## src/rtl/exec_pkg.sv

```systemverilog
`default_nettype none
// ============================================================================
// Module  : exec_pkg
// Brief   : Shared types and constants for the RV32I execute slice
//           (control bundles, ALU opcodes, forwarding and writeback selects).
// Revision: 1.0 - initial release
// ============================================================================
package exec_pkg;

  localparam int DATA_W = 32;

  // ALU operation encoding; values 11-15 are reserved and produce zero
  typedef enum logic [3:0] {
    ALU_ADD    = 4'd0,
    ALU_SUB    = 4'd1,
    ALU_SLT    = 4'd2,
    ALU_SLTU   = 4'd3,
    ALU_XOR    = 4'd4,
    ALU_OR     = 4'd5,
    ALU_AND    = 4'd6,
    ALU_SLL    = 4'd7,
    ALU_SRL    = 4'd8,
    ALU_SRA    = 4'd9,
    ALU_PASS_B = 4'd10
  } alu_op_e;

  // Forwarding source selects; 2'b11 forces the operand to zero
  localparam logic [1:0] FWD_NONE = 2'b00;
  localparam logic [1:0] FWD_MEM  = 2'b01;
  localparam logic [1:0] FWD_WB   = 2'b10;

  // Writeback source selects
  localparam logic [1:0] WB_ALU  = 2'd0;
  localparam logic [1:0] WB_LOAD = 2'd1;
  localparam logic [1:0] WB_PC4  = 2'd2;

  // Decoded control bundle from the ctrl unit (16 bits, MSB first)
  typedef struct packed {
    logic       is_rs2;
    logic       rd_wren;
    logic       is_load;
    logic       mem_wren;
    logic       op_a_sel;
    logic       op_b_sel;
    logic       br_unsigned;
    logic [1:0] wb_sel;
    logic [2:0] mem_op;
    logic [3:0] alu_op;
  } ctrl_t;

  // Control subset still needed after EX (8 bits, MSB first)
  typedef struct packed {
    logic       rd_wren;
    logic       is_load;
    logic       mem_wren;
    logic [1:0] wb_sel;
    logic [2:0] mem_op;
  } me_ctrl_t;

  // ID/EX pipeline register contents
  typedef struct packed {
    ctrl_t              ctrl;
    logic [DATA_W-1:0]  pc;
    logic [DATA_W-1:0]  instr;
    logic [DATA_W-1:0]  rs1;
    logic [DATA_W-1:0]  rs2;
    logic               btb_taken;
    logic [DATA_W-1:0]  btb_pc;
  } id_ex_t;

  // EX/MEM pipeline register contents
  typedef struct packed {
    me_ctrl_t           ctrl;
    logic [DATA_W-1:0]  pc;
    logic [DATA_W-1:0]  instr;
    logic [DATA_W-1:0]  rs2;
    logic [DATA_W-1:0]  alu;
  } ex_me_t;

  // Strip the EX-only control bits when handing an instruction to MEM
  function automatic me_ctrl_t to_me_ctrl(input ctrl_t c);
    me_ctrl_t m;
    m.rd_wren  = c.rd_wren;
    m.is_load  = c.is_load;
    m.mem_wren = c.mem_wren;
    m.wb_sel   = c.wb_sel;
    m.mem_op   = c.mem_op;
    return m;
  endfunction

endpackage
`default_nettype wire

```

## src/rtl/exec_alu.sv

```systemverilog
`default_nettype none
// ============================================================================
// Module  : exec_alu
// Brief   : Pure combinational RV32I ALU, zero latency, no flags.
// Revision: 1.0 - initial release
// ============================================================================
module exec_alu
  import exec_pkg::*;
(
  input  logic [3:0]        alu_op_i,
  input  logic [DATA_W-1:0] a_i,
  input  logic [DATA_W-1:0] b_i,
  output logic [DATA_W-1:0] result_o
);

  logic [4:0] shamt;
  assign shamt = b_i[4:0];

  // Operation select; reserved opcodes fall through to zero
  always_comb begin
    result_o = '0;
    case (alu_op_i)
      ALU_ADD:    result_o = a_i + b_i;
      ALU_SUB:    result_o = a_i - b_i;
      ALU_SLT:    result_o = {31'd0, ($signed(a_i) < $signed(b_i))};
      ALU_SLTU:   result_o = {31'd0, (a_i < b_i)};
      ALU_XOR:    result_o = a_i ^ b_i;
      ALU_OR:     result_o = a_i | b_i;
      ALU_AND:    result_o = a_i & b_i;
      ALU_SLL:    result_o = a_i << shamt;
      ALU_SRL:    result_o = a_i >> shamt;
      ALU_SRA:    result_o = $unsigned($signed(a_i) >>> shamt);
      ALU_PASS_B: result_o = b_i;
      default:    result_o = '0;
    endcase
  end

endmodule
`default_nettype wire

```

## src/rtl/execute_pipe.sv

```systemverilog
`default_nettype none
// ============================================================================
// Module  : execute_pipe
// Brief   : RV32I execute slice: ID/EX register, operand forwarding and
//           select, ALU, EX/MEM register. Only XLEN = 32 is supported.
// Revision: 1.0 - initial release
// ============================================================================
module execute_pipe
  import exec_pkg::*;
#(
  parameter int XLEN = 32
) (
  input  logic            clk_i,
  input  logic            rst_i,
  input  logic            en_ex_i,
  input  logic            flush_ex_i,
  input  logic            en_me_i,
  input  logic            flush_me_i,
  input  ctrl_t           id_ctrl_i,
  input  logic [XLEN-1:0] id_pc_i,
  input  logic [XLEN-1:0] id_instr_i,
  input  logic [XLEN-1:0] id_rs1_i,
  input  logic [XLEN-1:0] id_rs2_i,
  input  logic            id_btb_taken_i,
  input  logic [XLEN-1:0] id_btb_pc_i,
  input  logic [XLEN-1:0] ex_imm_i,
  input  logic [1:0]      fwd_a_i,
  input  logic [1:0]      fwd_b_i,
  input  logic [XLEN-1:0] wb_data_i,
  output ctrl_t           ex_ctrl_o,
  output logic [XLEN-1:0] ex_pc_o,
  output logic [XLEN-1:0] ex_instr_o,
  output logic            ex_btb_taken_o,
  output logic [XLEN-1:0] ex_btb_pc_o,
  output logic [XLEN-1:0] ex_rs1_fwd_o,
  output logic [XLEN-1:0] ex_rs2_fwd_o,
  output logic [XLEN-1:0] ex_alu_o,
  output me_ctrl_t        me_ctrl_o,
  output logic [XLEN-1:0] me_pc_o,
  output logic [XLEN-1:0] me_instr_o,
  output logic [XLEN-1:0] me_rs2_o,
  output logic [XLEN-1:0] me_alu_o
);

  id_ex_t          idex_d, idex_q;
  ex_me_t          exme_d, exme_q;
  logic [XLEN-1:0] op_a, op_b;

  // ID/EX next state: flush beats enable, so a stalled slot can still be bubbled
  always_comb begin
    idex_d = idex_q;
    if (flush_ex_i) begin
      idex_d = '0;
    end else if (en_ex_i) begin
      idex_d = '{ctrl:      id_ctrl_i,
                 pc:        id_pc_i,
                 instr:     id_instr_i,
                 rs1:       id_rs1_i,
                 rs2:       id_rs2_i,
                 btb_taken: id_btb_taken_i,
                 btb_pc:    id_btb_pc_i};
    end
  end

  // ID/EX register; all-zero state is a non-writing bubble
  always_ff @(posedge clk_i or posedge rst_i) begin
    if (rst_i) idex_q <= '0;
    else       idex_q <= idex_d;
  end

  // Operand forwarding; the 2'b11 select deliberately yields zero
  always_comb begin
    ex_rs1_fwd_o = '0;
    ex_rs2_fwd_o = '0;
    case (fwd_a_i)
      FWD_NONE: ex_rs1_fwd_o = idex_q.rs1;
      FWD_MEM:  ex_rs1_fwd_o = exme_q.alu;
      FWD_WB:   ex_rs1_fwd_o = wb_data_i;
      default:  ex_rs1_fwd_o = '0;
    endcase
    case (fwd_b_i)
      FWD_NONE: ex_rs2_fwd_o = idex_q.rs2;
      FWD_MEM:  ex_rs2_fwd_o = exme_q.alu;
      FWD_WB:   ex_rs2_fwd_o = wb_data_i;
      default:  ex_rs2_fwd_o = '0;
    endcase
  end

  assign op_a = idex_q.ctrl.op_a_sel ? idex_q.pc : ex_rs1_fwd_o;
  assign op_b = idex_q.ctrl.op_b_sel ? ex_imm_i  : ex_rs2_fwd_o;

  exec_alu u_alu (
    .alu_op_i (idex_q.ctrl.alu_op),
    .a_i      (op_a),
    .b_i      (op_b),
    .result_o (ex_alu_o)
  );

  // EX/MEM next state; store data is the forwarded rs2, not the raw reg value
  always_comb begin
    exme_d = exme_q;
    if (flush_me_i) begin
      exme_d = '0;
    end else if (en_me_i) begin
      exme_d = '{ctrl:  to_me_ctrl(idex_q.ctrl),
                 pc:    idex_q.pc,
                 instr: idex_q.instr,
                 rs2:   ex_rs2_fwd_o,
                 alu:   ex_alu_o};
    end
  end

  // EX/MEM register
  always_ff @(posedge clk_i or posedge rst_i) begin
    if (rst_i) exme_q <= '0;
    else       exme_q <= exme_d;
  end

  assign ex_ctrl_o      = idex_q.ctrl;
  assign ex_pc_o        = idex_q.pc;
  assign ex_instr_o     = idex_q.instr;
  assign ex_btb_taken_o = idex_q.btb_taken;
  assign ex_btb_pc_o    = idex_q.btb_pc;

  assign me_ctrl_o  = exme_q.ctrl;
  assign me_pc_o    = exme_q.pc;
  assign me_instr_o = exme_q.instr;
  assign me_rs2_o   = exme_q.rs2;
  assign me_alu_o   = exme_q.alu;

endmodule
`default_nettype wire

```

## config.mk

```make
export PLATFORM = sky130hd
export DESIGN_NAME = execute_pipe
export DESIGN_NICKNAME = d
export VERILOG_FILES = /design/src/rtl/exec_pkg.sv /design/src/rtl/exec_alu.sv /design/src/rtl/execute_pipe.sv
export SDC_FILE = /design/constraint.sdc
export NUM_CORES = 1
export LEC_CHECK = 0
export CAP_MARGIN = 0
export CORE_AREA = 3 3 231 233
export CTS_BUF_LIST = sky130_fd_sc_hd__clkbuf_4 sky130_fd_sc_hd__clkbuf_8 sky130_fd_sc_hd__clkbuf_16
export DETAILED_ROUTE_END_ITERATION = 8
export DIE_AREA = 0 0 234 236
export PLACE_DENSITY = 0.76
export RECOVER_POWER = 50
export SLEW_MARGIN = 20
export SYNTH_ARGS = -nofsm -noshare
export SYNTH_HDL_FRONTEND = slang
export SYNTH_SLANG_ARGS = --single-unit
```

## constraint.sdc

```tcl
create_clock -name clk_i -period 16.86 [get_ports clk_i]
set_clock_uncertainty 0.15 [all_clocks]
set_input_delay 5.058 -clock clk_i [delete_from_list [all_inputs] [get_ports clk_i]]
set_output_delay 5.058 -clock clk_i [all_outputs]
set_load 0.02 [all_outputs]
```

==> summary.txt, run 1 <==
Clocking
  • Num CTS Buffers: 37
  • CTS tree: built
  • CTS sink cnt: 313
  • Post-CTS Hold Buffers: 0
  • Longest Clk Path Bufs: 3
  • Worst-path clk slew: 0.06 ns
  • Clock Latency Late Sink: 0.60 ns
  • CTS root buf: clkbuf_16
  • Post-CTS sizing: 0
  • Postcts setup bufs: 0
  • Max H-tree Level: 2

STA
  • Period minus WS final: 16.31 ns
  • Setup Viol. Count Final: 0
  • Slew @ Worst Pin: 5.210 ns
  • Fin. max-slew vios: 509
  • Fmax: 61.32 MHz
  • Tcrit/Tclk final: 0.9673
  • RSZ-0062 raised after global routing: false
  • Final hold violations: 0
  • Setup total negative slack: 0 ns
  • Slew headroom: -2.473

Route
  • DRT iter0 DRCs: 4098
  • Final wirelength: 136300 um
  • Top sig layer: met5
  • DRT Pass-1 Iters: 6
  • Via count: 26.77k
  • Met2 routed wirelength: 56970 um
  • Wl on met1: 51030 um
  • Wirelength per Cell: 34.59 um
  • WL met3: 19350 um
  • Post-route DRC: 0
  • Via density: 6.795
  • Final ANT Viol Nets: 0

Yosys
  • Synthesized netlist cell count: 2836
  • Top-count cell post-synth: mux2i_1
  • Area share of and/or/nand/nor cells after synthesis: 0.1485
  • Yosys top cell area share: 0.3172
  • Synth area leaders: dfrtp_1 32%, mux2i_1 20%, nor2_1 6.6%
  • Post-synth top cells: 488 x mux2i_1, 432 x nor2_1, 313 x dfrtp_1, 186 x nand2_1, 157 x o21ai_0
  • Share of synthesized flip-flops with an asynchronous set or reset: 1.000
  • Ys Warns: 0
  • Cell accounting for the most synthesized area: dfrtp_1
  • Yosys cell types: 94
  • EDFF count, synth: 0
  • Synth Register Bits: 313
  • Largest family of logic cells by synthesized area: multiplexers
  • Mux cell area share after synthesis: 0.2145
  • Adder-cell share of the synthesized area: 0.05077
  • Seq/Total Area, Yosys: 0.3172
  • Most used flip-flop cell after synthesis: dfrtp_1
  • Compound-Gate Fraction of Synth Area: 0.1777
  • Mapped cell area: 24700 um2
  • Mapped Nets: 3186
  • Syn Area/Cell: 8.708 um2
  • Synth Area in XOR/XNOR: 0.006738

Floorplan
  • Row count: 83
  • Die height: 236 um
  • Die Area: 55220 um2
  • Initial Util: 0.4804
  • I/O pin cnt: 596
  • Width of the die: 234 um
  • Core area: 51410 um2

Critical path
  • Worst reg2reg path startpoint: ex_ctrl_o[11]$_DFFE_PP0P_
  • Reg2reg path depth: 14
  • Critical path endpoint category: primary output
  • CP Launch Type: input port
  • Setup crit start: fwd_b_i[0]
  • CP required: 11.65 ns
  • CP arrival: 11.10 ns
  • CP max-delay cell: o21ai_0
  • CP max stage delay: 0.69 ns
  • CP max FO: 21
  • CP cell instances: buf_2, buf_4, mux2i_1, o21ai_0, mux2i_1, inv_1, ha_1, and3_1, a221oi_1, o21ai_0, a41oi_1, nand2b_1, a221oi_1, mux2_2, nor3_1, nand2_1, clkdlybuf4s50_1
  • Worst setup path class: in2out

Global route
  • GR Overflow Total: 0
  • All-Layer GR Usage: 0.4742
  • Initial antenna violation count: 22
  • Largest net degree at the start of global routing: 114
  • Vias in the first global route: 25.52k
  • First-pass GRT wire length: 189900 um

Placement
  • Port Buffers: 595
  • Post-DP HPWL: 104500 um
  • RePlAce Congestion: 1.058

Status
  • Failing checks: capacitance limit, slew limit
  • Status: complete, but fails checks

Power and ir drop
  • Power per Cell Area: 90.63 nW/um2
  • Leak Pwr: 14.54 nW
  • Worst vdd ir: 0.08290 mV

Layout
  • Final core occ: 0.6158
  • Post-synthesis to final-layout area growth: 28.17%
  • Share of cells above drive strength 1: 0.07382
  • Nets: 3575

Job
  • Max Cap Viol: 7

Min path
  • Hold_sp: me_pc_o[20]$_DFFE_PP0P_
  • Hold Crit Depth: 2
  • Hold/Removal Path Class: reg2reg
-- cell families (layout without fill, tap and decap cells) --
logic type,Yosys count,after routing
AO/OA/AOI/OAI,633,633
flip-flops,313,313
other,0,9
multiplexers,524,524
XOR/XNOR,19,19
AND/OR/NAND/NOR,831,831
buffers and inverters,417,832
adder cells (fa/ha/maj),99,99
-- through the flow --
stage | setup WS, ns | power, W | hold slack, ns | cells | instance area, um2
after detailed placement | 0.8742 | 0.001957 | 0.3634 | 3866 | 30390
after floorplan | 2.299 | 0.001474 | 0.3322 | 2836 | 24700
after CTS | 0.8480 | 0.002814 | 0.3753 | 3931 | 31670
after global routing | 0.4298 | 0.002930 | 0.3813 | 3940 | 31650
final | 0.5508 | 0.002869 | 0.3688 | 3940 | 31650
after global placement | 0.8410 | 0.001951 | 0.3512 | 3866 | 30390
-- layout by cell type (no fill, tap or decap), drive strengths merged, types with 45 or more instances in the layout --
master	instances
nor2	432
a21oi	95
clkdlybuf4s50	542
buf	80
o22ai	45
inv	92
o21ai	166
ha	97
dfrtp	313
clkbuf	56
mux2i	489
nand2	186
dlygate4sd3	46
-- flip-flops by register name, summed over array words and instances (netlist names) --
signal          cells
ex_btb_pc_o        32
ex_btb_taken_o      1
ex_ctrl_o          16
ex_instr_o         32
ex_pc_o            32
idex_q             64
me_alu_o           32
me_ctrl_o           8
me_instr_o         32
me_pc_o            32
me_rs2_o           32
-- metal layers --
metal,vias to the layer above,GRT usage
met2,2306,0.6865
li1,10861,-
met5,-,0
met3,516,0.1749
met1,13080,0.6202
met4,8,0.2369
-- where the power goes --
| group | internal (W) | switching [W] |
|---|---|---|
| Clock | 0.000495 | 0.000364 |
| Combinational | 0.000425 | 0.000732 |
| Sequential | 0.000793 | 0.0000606 |
-- worst max-delay path: cells and delay by family --
kind | cells | cell delay [ns]
compound gates | 5 | 2.06
fa+ha+maj | 1 | 0.38
mux | 3 | 0.94
simple gates | 4 | 0.98
buf+inv | 4 | 1.64
-- final timing paths --
| path | to | slack, ns |
|---|---|---|
| min | me_pc_o[20]$_DFFE_PP0P_ | 0.37 |
| max reg2reg | me_alu_o[31]$_DFFE_PP0P_ | 10.67 |
| max | ex_alu_o[27] | 0.55 |
| min reg2reg | me_pc_o[20]$_DFFE_PP0P_ | 0.37 |
| max in group asynchronous | me_alu_o[7]$_DFFE_PP0P_ | 5.11 |
| min in group asynchronous | ex_btb_pc_o[27]$_DFFE_PP0P_ | 6.38 |
-- area by class of cell --
| cell class | count | area [um2] |
|---|---|---|
| multi-input cells | 2106 | 14810 |
| clock inverters | 15 | 209.0 |
| diodes | 9 | 22.52 |
| clock buffers | 50 | 1067 |
| well taps | 680 | 850.8 |
| flip-flops and latches | 313 | 7836 |
| fillers | 4068 | 19750 |
| repair buffers | 674 | 6509 |
| inverters | 93 | 350.3 |
No activity file was read; power rests on OpenSTA's default activity.
==> run 2: changes to the inputs <==
--- a/config.mk
+++ b/config.mk
@@ -5,7 +5,7 @@
 export SDC_FILE = /design/constraint.sdc
 export NUM_CORES = 1
 export LEC_CHECK = 0
-export CAP_MARGIN = 0
+export CAP_MARGIN = 40
 export CORE_AREA = 3 3 231 233
 export CTS_BUF_LIST = sky130_fd_sc_hd__clkbuf_4 sky130_fd_sc_hd__clkbuf_8 sky130_fd_sc_hd__clkbuf_16
 export DETAILED_ROUTE_END_ITERATION = 8
==> summary.txt, run 2 (synthesis gave the netlist of run 1 again) <==
Status
  • Status: complete, but fails checks
  • Failing checks: capacitance limit, slew limit

Layout
  • Commonest non-fill, non-tap cells in the layout: 587 x clkdlybuf4s50_1, 488 x mux2i_1, 432 x nor2_1
  • Biggest register: idex_q
  • Final design instance area without fill: 31870 um2 (+0.68%)
  • Fill count: 3940 (-3.1%)
  • Max reg flops: 64 (unchanged)
  • Commonest non-fill, non-tap cell in the layout: clkdlybuf4s50_1
  • Post-synthesis to final-layout area growth: 29.04%
  • Nets: 3591 (+0.45%)
  • Share of cells above drive strength 1: 0.07742 (+0.003594)

Clocking
  • CTS tree: built
  • Clock Latency Late Sink: 0.60 ns (about the same)
  • Max H-tree Level: 2 (unchanged)
  • Longest Clk Path Bufs: 3 (unchanged)
  • CTS root buf: clkbuf_16
  • Postcts setup bufs: 0 (unchanged)
  • CTS sink cnt: 313 (unchanged)
  • Num CTS Buffers: 37 (unchanged)
  • Worst-path clk slew: 0.05 ns (about the same)
  • Post-CTS sizing: 0 (unchanged)
  • Post-CTS Hold Buffers: 0 (unchanged)

Global route
  • Vias in the first global route: 26.13k (+2.4%)
  • First-pass GRT wire length: 193400 um (+1.8%)
  • All-Layer GR Usage: 0.4834 (+0.009188)
  • GR Overflow Total: 0 (unchanged)
  • Initial antenna violation count: 23 (+4.5%)
  • Largest net degree at the start of global routing: 114 (unchanged)

Floorplan
  • Die Area: 55220 um2 (unchanged)
  • Initial Util: 0.4804 (unchanged)
  • Width of the die: 234 um (unchanged)
  • Die height: 236 um (unchanged)
  • I/O pin cnt: 596 (unchanged)
  • Core area: 51410 um2 (unchanged)
  • Row count: 83 (unchanged)

STA
  • Setup total negative slack: 0 ns (unchanged)
  • Tcrit/Tclk final: 0.9647 (-0.002653)
  • Final hold violations: 0 (unchanged)
  • Slew @ Worst Pin: 5.232 ns (+0.02167 ns)
  • Period minus WS final: 16.26 ns (-0.04473 ns)
  • Fin. max-slew vios: 539 (+5.9%)
  • Fmax: 61.48 MHz (+0.27%)
  • RSZ-0062 raised after global routing: false
  • Setup Viol. Count Final: 0 (unchanged)
  • Slew headroom: -2.488 (-0.01445)

Critical path
  • Worst setup path class: in2out
  • CP required: 11.65 ns (about the same)
  • CP Launch Type: input port
  • Critical path endpoint category: primary output
  • CP max-delay cell: o21ai_0
  • CP max stage delay: 0.74 ns (+0.05 ns)
  • CP max FO: 21 (unchanged)
  • CP cell instances: buf_2, buf_4, mux2i_1, o21ai_0, mux2i_1, inv_1, ha_1, and3_1, a221oi_1, o21ai_0, a41oi_1, nand2b_1, a221oi_1, mux2_2, nor3_1, nand2_1, clkdlybuf4s50_1
  • CP arrival: 11.06 ns (-0.04 ns)

Route
  • Post-route DRC: 0 (unchanged)
  • Final ANT Viol Nets: 0 (unchanged)
  • Wirelength per Cell: 35.14 um (+1.6%)
  • DRT iter0 DRCs: 4271 (+4.2%)
  • DRT Pass-1 Iters: 9 (+3)
  • Via density: 6.851 (+0.83%)
  • Via count: 27.15k (+1.4%)
  • Final wirelength: 139300 um (+2.2%)

Placement
  • Post-DP HPWL: 105600 um (+1.0%)
  • RePlAce Congestion: 1.058 (unchanged)
  • Port Buffers: 595 (unchanged)
  • Dpl cell area: 30580 um2 (+0.60%)

Power and ir drop
  • Worst vdd ir: 0.08520 mV (+2.8%)
  • Power per Cell Area: 90.53 nW/um2 (-0.11%)
  • Leak Pwr: 14.51 nW (-0.19%)

Job
  • Max Cap Viol: 9 (+2)

Min path
  • Hold/Removal Path Class: reg2reg
run 2: cell types whose count changed in the layout (fill, tap and decap cells not counted), sizes merged:
cell | previous run | this run
clkdlybuf4s50 | 542 | 587
dlygate4sd3 | 46 | 1
buf | 80 | 92
diode | 9 | 15
clkinv | 9 | 12
bufinv | 3 | 4
clkbuf | 56 | 57
run 2: worst max-delay path: cells and delay by family:
family | cells | cell delay [ns]
buffers and inverters | 4 | 1.66
AO/OA/AOI/OAI | 5 | 2.06
AND/OR/NAND/NOR | 4 | 0.94
multiplexers | 3 | 0.95
adder cells (fa/ha/maj) | 1 | 0.37
run 2: worst paths after layout:
kind | slack [ns] | to | startpoint | cells after the start
max | 0.60 | ex_alu_o[27] | fwd_b_i[0] | 17
min | 0.37 | me_pc_o[18]$_DFFE_PP0P_ | me_pc_o[18]$_DFFE_PP0P_ | 2
max reg2reg | 10.87 | me_alu_o[27]$_DFFE_PP0P_ | ex_ctrl_o[11]$_DFFE_PP0P_ | 15
min reg2reg | 0.37 | me_pc_o[18]$_DFFE_PP0P_ | me_pc_o[18]$_DFFE_PP0P_ | 2
max in group asynchronous | 3.46 | ex_btb_pc_o[2]$_DFFE_PP0P_ | rst_i | 5
min in group asynchronous | 4.97 | ex_btb_pc_o[23]$_DFFE_PP0P_ | rst_i | 2
run 2: layer usage:
layer / track usage / up-vias / routed length, um
li1: - / 10902 / -
met1: 0.6190 / 13175 / 50550
met2: 0.6951 / 2476 / 58020
met3: 0.1942 / 593 / 21020
met4: 0.2588 / 6 / 9632
met5: 0 / - / 35
run 2: power by group:
group | total [W] | internal (W) | switching (W)
clock | 0.000864 | 0.000497 | 0.000367
sequential | 0.000855 | 0.000792 | 0.0000627
combinational | 0.00117 | 0.000431 | 0.000736
total | 0.00289 | 0.00172 | 0.00116
run 2: per-stage QoR:
step / utilization / total power, W / instances / hold slack (ns) / setup WS [ns]
2_1_floorplan: - / 0.001474 / 2836 / 0.3322 / 2.299
3_3_place_gp: 0.5913 / 0.001951 / 3866 / 0.3512 / 0.8410
3_5_place_dp: 0.5948 / 0.001964 / 3878 / 0.3590 / 0.8840
4_1_cts: 0.6197 / 0.002822 / 3944 / 0.3715 / 0.8443
5_1_grt: 0.6198 / 0.002946 / 3961 / 0.3900 / 0.4975
6_report: 0.6199 / 0.002885 / 3963 / 0.3704 / 0.5955
run 2: final cells by class:
cell class / count / area (um2) / share of cell area
multi-input combinational: 2106 / 14810 / 0.4647
sequential: 313 / 7836 / 0.2459
timing repair buffer: 690 / 6704 / 0.2104
clock buffer: 47 / 1020 / 0.03200
tap: 680 / 850.8 / 0.02670
inverter: 93 / 350.3 / 0.01099
clock inverter: 19 / 260.3 / 0.008166
antenna: 15 / 37.54 / 0.001178
